--- config.mk ---
export PLATFORM = sky130hd
export DESIGN_NAME = t2mi_l1_sequencer
export DESIGN_NICKNAME = d
export VERILOG_FILES = /design/src/rtl/t2mi_l1_sequencer.sv
export SDC_FILE = /design/constraint.sdc
export NUM_CORES = 1
export LEC_CHECK = 0
export CAP_MARGIN = 20
export CELL_PAD_IN_SITES_DETAIL_PLACEMENT = 0
export CELL_PAD_IN_SITES_GLOBAL_PLACEMENT = 2
export CORE_MARGIN = 2
export CORE_UTILIZATION = 47
export DETAILED_ROUTE_END_ITERATION = 6
export PLACE_DENSITY = 0.82
export SETUP_SLACK_MARGIN = 0.15
export SLEW_MARGIN = 0
export SYNTH_ARGS = -nofsm -noshare
export SYNTH_HDL_FRONTEND = slang
export SYNTH_SLANG_ARGS = --single-unit
--- constraint.sdc ---
create_clock -name CLK -period 3.6 [get_ports CLK]
set_clock_uncertainty 0.1 [all_clocks]
set_input_delay 0.72 -clock CLK [delete_from_list [all_inputs] [get_ports CLK]]
set_output_delay 0.72 -clock CLK [all_outputs]
set_load 0.02 [all_outputs]
--- src/rtl/t2mi_l1_sequencer.sv ---
// t2mi_l1_sequencer: once per T2-frame period, replays a double-buffered
// L1 signalling template as a contiguous byte burst into the T2-MI packer,
// and tracks frame / superframe indices.
// Optional feature macro: L1_FRAME_IDX_PATCH_EN (when defined, the byte at
// offset FIDX_POS of each burst is replaced by the current frame index).
module t2mi_l1_sequencer #(
    parameter int L1_LEN        = 40,
    parameter int FRAME_PERIOD  = 100000,
    parameter int FRAMES_PER_SF = 2,
    parameter int FIDX_POS      = 3
) (
    input  logic       CLK,
    input  logic       RST,
    input  logic       ENABLE,
    input  logic       CFG_WE,
    input  logic [5:0] CFG_ADDR,
    input  logic [7:0] CFG_DATA,
    input  logic       CFG_COMMIT,
    output logic [7:0] L1_DATA,
    output logic       L1_LOAD,
    output logic [7:0] FRAME_IDX,
    output logic [3:0] SF_IDX,
    output logic       BUSY,
    output logic       OVERRUN
);

    localparam int TW = $clog2(FRAME_PERIOD);
    localparam logic [TW-1:0] T_LAST   = TW'(FRAME_PERIOD - 1);
    localparam logic [5:0]    B_LAST   = 6'(L1_LEN - 1);
    localparam logic [7:0]    F_LAST   = 8'(FRAMES_PER_SF - 1);
    localparam logic [5:0]    FIDX_IDX = 6'(FIDX_POS);
`ifdef L1_FRAME_IDX_PATCH_EN
    localparam bit PATCH_EN = 1'b1;
`else
    localparam bit PATCH_EN = 1'b0;
`endif

    typedef enum logic {
        IDLE = 1'b0,
        LOAD = 1'b1
    } state_t;

    state_t          state_reg;
    logic [TW-1:0]   tcnt_reg;
    logic [5:0]      bcnt_reg;
    logic            act_reg;      // which half of bank[] is the active template
    logic            pending_reg;  // commit requested, swap on next burst start

    // Both template banks in one array: address = {bank select, byte index}.
    logic [7:0]      bank [0:127];

    logic            tick;
    logic            start;
    logic            last;
    logic            rd_sel;
    logic [5:0]      rd_idx;
    logic [6:0]      rd_addr;
    logic            patch_hit;

    assign tick    = ENABLE && (tcnt_reg == T_LAST);
    assign start   = tick && (state_reg == IDLE);
    assign last    = (state_reg == LOAD) && (bcnt_reg == B_LAST);
    assign rd_addr = {rd_sel, rd_idx};
    assign patch_hit = PATCH_EN && (rd_idx == FIDX_IDX);

    // Address of the byte to present next: byte 0 of the (possibly freshly
    // swapped) bank at burst start, otherwise the following byte.
    always_comb begin
        rd_sel = act_reg;
        rd_idx = bcnt_reg + 6'd1;
        if (state_reg == IDLE) begin
            rd_sel = act_reg ^ pending_reg;
            rd_idx = 6'd0;
        end
    end

    // Control-side writes land in the shadow bank only; out-of-range ignored.
    always_ff @(posedge CLK) begin
        if (CFG_WE && ({1'b0, CFG_ADDR} < 7'(L1_LEN))) begin
            bank[{~act_reg, CFG_ADDR}] <= CFG_DATA;
        end
    end

    // Frame timer, commit/swap bookkeeping, burst FSM and registered outputs.
    always_ff @(posedge CLK) begin
        if (RST) begin
            state_reg   <= IDLE;
            tcnt_reg    <= '0;
            bcnt_reg    <= '0;
            act_reg     <= 1'b0;
            pending_reg <= 1'b0;
            L1_DATA     <= 8'd0;
            L1_LOAD     <= 1'b0;
            BUSY        <= 1'b0;
            FRAME_IDX   <= 8'd0;
            SF_IDX      <= 4'd0;
            OVERRUN     <= 1'b0;
        end else begin
            if (!ENABLE || (tcnt_reg == T_LAST)) begin
                tcnt_reg <= '0;
            end else begin
                tcnt_reg <= tcnt_reg + 1'b1;
            end

            // A tick that lands inside a burst is dropped but remembered.
            if (tick && (state_reg == LOAD)) begin
                OVERRUN <= 1'b1;
            end

            // A commit arriving in the start cycle itself waits for the next burst.
            if (start) begin
                pending_reg <= CFG_COMMIT;
            end else if (CFG_COMMIT) begin
                pending_reg <= 1'b1;
            end

            case (state_reg)
                IDLE: begin
                    if (start) begin
                        act_reg   <= act_reg ^ pending_reg;
                        state_reg <= LOAD;
                        bcnt_reg  <= 6'd0;
                        L1_DATA   <= patch_hit ? FRAME_IDX : bank[rd_addr];
                        L1_LOAD   <= 1'b1;
                        BUSY      <= 1'b1;
                    end
                end
                LOAD: begin
                    if (last) begin
                        state_reg <= IDLE;
                        bcnt_reg  <= 6'd0;
                        L1_DATA   <= 8'd0;
                        L1_LOAD   <= 1'b0;
                        BUSY      <= 1'b0;
                        if (FRAME_IDX == F_LAST) begin
                            FRAME_IDX <= 8'd0;
                            SF_IDX    <= SF_IDX + 4'd1;
                        end else begin
                            FRAME_IDX <= FRAME_IDX + 8'd1;
                        end
                    end else begin
                        bcnt_reg <= bcnt_reg + 6'd1;
                        L1_DATA  <= patch_hit ? FRAME_IDX : bank[rd_addr];
                    end
                end
                default: state_reg <= IDLE;
            endcase
        end
    end

endmodule
==> flow_summary.json <==
{
  "clock_latency_ns": 0.70,
  "multi_input_area_um2": 11700,
  "vias_per_cell": 5.75,
  "cts_max_level": 3,
  "ys_seq_area_share_pct": 74.0,
  "core_um2": 90100,
  "clock_sinks": 1072,
  "grt_pass1_wl_um": 175000,
  "placed_cells": 4528,
  "numCtsBuffers": 113,
  "antenna_found_initial": 2,
  "start_util_pct": 47.5,
  "dr_total_vias": 27229,
  "place_hpwl_um": 74200,
  "syn_to_final_growth_pct": 19.4,
  "path_cells": "buf_12 -> nand3_1 -> nor2_1 -> mux2i_2 -> buf_4 -> o2111ai_1 -> o31a_1 -> a221o_1",
  "cp_slowest_cell": "mux2i_2",
  "report.final.slew_viol_count": 0,
  "critical_path_class": "reg -> reg",
  "async_flop_share_pct": 0,
  "fmax_ghz": 0.294,
  "rsz0062_at_grt": "yes",
  "hold_viol_final": 0,
  "cts_tree": "done",
  "placed_area_um2": 47600,
  "gp_congestion": 0.886,
  "synthTopCellsByArea": "edfxtp_1, nand2_1, mux2i_1",
  "synth_edf_count": 1024,
  "cts_hold_repair.buffers": 0,
  "rows": 110,
  "worstPathMaxFanout": 80,
  "synthDistinctLibCells": 77,
  "setup_ws_ns": 0.198,
  "instances_no_fill": 4737,
  "ys_ff_latch": 1072,
  "io_pins": 42,
  "grt_pass1_vias": 26958,
  "grt_max_degree": 98,
  "utilization_pct": 56.7,
  "drt_iter0_drc": 3092,
  "cts_root_buf": "clkbuf_16",
  "drc": 0,
  "pre_cts_slack_ns": -0.0190,
  "p_leak_nw": 17.7,
  "synth_top_area_share_pct": 71.8,
  "cp-start-kind": "register",
  "overflow": 0,
  "regArea_um2": 31700,
  "status": "finished clean",
  "nFillCells": 7177,
  "p_total_mw": 25.9,
  "vdd_ir_drop_max_mv": 0.366,
  "portBuffers": 41,
  "setup_viol": 0,
  "layout_commonest_cell": "edfxtp_1",
  "post-route-period-util_pct": 94.5,
  "first_pass_iters": 5,
  "setup_tns_ns": 0,
  "cp-end-kind": "register",
  "cap_violations": 0,
  "fin_crit_ns": 3.40,
  "crit_arrival_ns": 3.87,
  "hold_slack_ns": 0.371,
  "min_path_type": "in -> reg",
  "ys.flop_type": "edfxtp_1",
  "synth_top_area_cell": "edfxtp_1",
  "totalWireLength_um": 118000,
  "dieWidth_um": 306,
  "antenna_cells": 0,
  "mostFrequentLayoutCells": "edfxtp_1, nand2_1, conb_1",
  "layout-drive-gt1-share_pct": 13.5,
  "cts_max_path_buffers": 3,
  "clk_pin_slew_ns": 0.07,
  "tightest_slew_ns": 0.934,
  "die_h_um": 306,
  "power_density_nw_per_um2": 506,
  "synth_area_um2": 42900,
  "syn_area_per_cell_um2": 14.9,
  "drtAntennaViolNets": 0,
  "wl_per_cell_um": 25.0,
  "cp.required_ns": 4.07,
  "die_area_um2": 93600,
  "slew_headroom_pct": 37.7,
  "largest_reg_flops": 1024,
  "groute.usage.overall_pct": 25.4,
  "final_area_um2": 51200,
  "critical-path-max-stage-delay_ns": 0.74,
  "fin_nets": 3494,
  "yosys_warnings": 0,
  "syn_inst": 2880
}
## layout make-up
cell class	count	share of cell area (%)
flip-flops and latches	1072	62.0
multi-input cells	1991	22.8
clock buffers	154	5.95
repair buffers	287	5.39
well taps	1176	2.88
clock inverters	52	0.939
inverters	5	0.0465
## metal layers
| metal | GRT usage, % | routed length, um | up-vias |
|---|---|---|---|
| met4 | 9.34 | 4370 | 4 |
| met3 | 5.72 | 10900 | 232 |
| met1 | 35.0 | 48300 | 13697 |
| met2 | 39.9 | 54900 | 1295 |
| met5 | 0 | 21 | - |
| li1 | - | - | 12001 |
## report_power, final
part	total, mW	internal (mW)	switching, mW	leakage (nW)
registers	14.2	14.1	0.0958	9.90
logic	0.573	0.143	0.430	6.12
clock network	11.1	6.45	4.67	1.72
## what timing repair did
action                                  in CTS  in global routing
endpoints found under the setup margin       2                  7
buffers inserted                             0                  3
resized for setup                            2                  4
endpoints found under the hold margin        0                  0
## logic make-up (layout without fill, tap and decap cells)
logic type | after synthesis | in the layout | share of synthesized area, %
AO/OA/AOI/OAI | 491 | 491 | 8.52
XOR/XNOR | 26 | 26 | 0.610
adder cells (fa/ha/maj) | 5 | 5 | 0.146
buffers and inverters | 200 | 498 | 2.34
flip-flops | 1072 | 1072 | 74.0
multiplexers | 168 | 168 | 4.99
other | 1 | 384 | 0.00875
AND/OR/NAND/NOR | 917 | 917 | 9.38
## path summary, 6_finish.rpt
kind,startpoint,endpoint,slack [ns],depth (start not counted)
min,CFG_DATA[0],bank[7][0]$_DFFE_PP_,0.37,1
min reg2reg,tcnt_reg[0]$_SDFF_PP0_,tcnt_reg[0]$_SDFF_PP0_,0.38,1
max reg2reg,bcnt_reg[0]$_SDFFE_PP0P_,L1_DATA[5]$_SDFFE_PP0P_,0.20,8
max,bcnt_reg[0]$_SDFFE_PP0P_,L1_DATA[5]$_SDFFE_PP0P_,0.20,8
## Yosys cell counts (all sizes together), types with 6 or more instances
cell type     n
edfxtp     1024
nand2       472
buf         161
nor2        153
nand3       148
mux2i       120
a21oi        66
a311oi       60
a211oi       54
a221oi       54
a31oi        48
dfxtp        48
o21ai        46
and2         36
mux4         35
a22oi        34
clkbuf       34
and3         30
nor3         25
o221ai       25
xor2         17
mux2         13
nand4        13
o22ai        13
nor2b        12
o211ai       11
a221o        10
a211o         9
a32oi         9
or3           9
xnor2         9
o31ai         8
o311ai        7
a311o         6
## critical path, delay by kind of cell, from the launching register on
family / cells / cell delay (ns)
mux: 1 / 0.74
compound gates: 3 / 0.83
buf+inv: 2 / 0.72
simple gates: 2 / 0.41
flops: 1 / 0.46
Power figures use the tool's default switching activity.
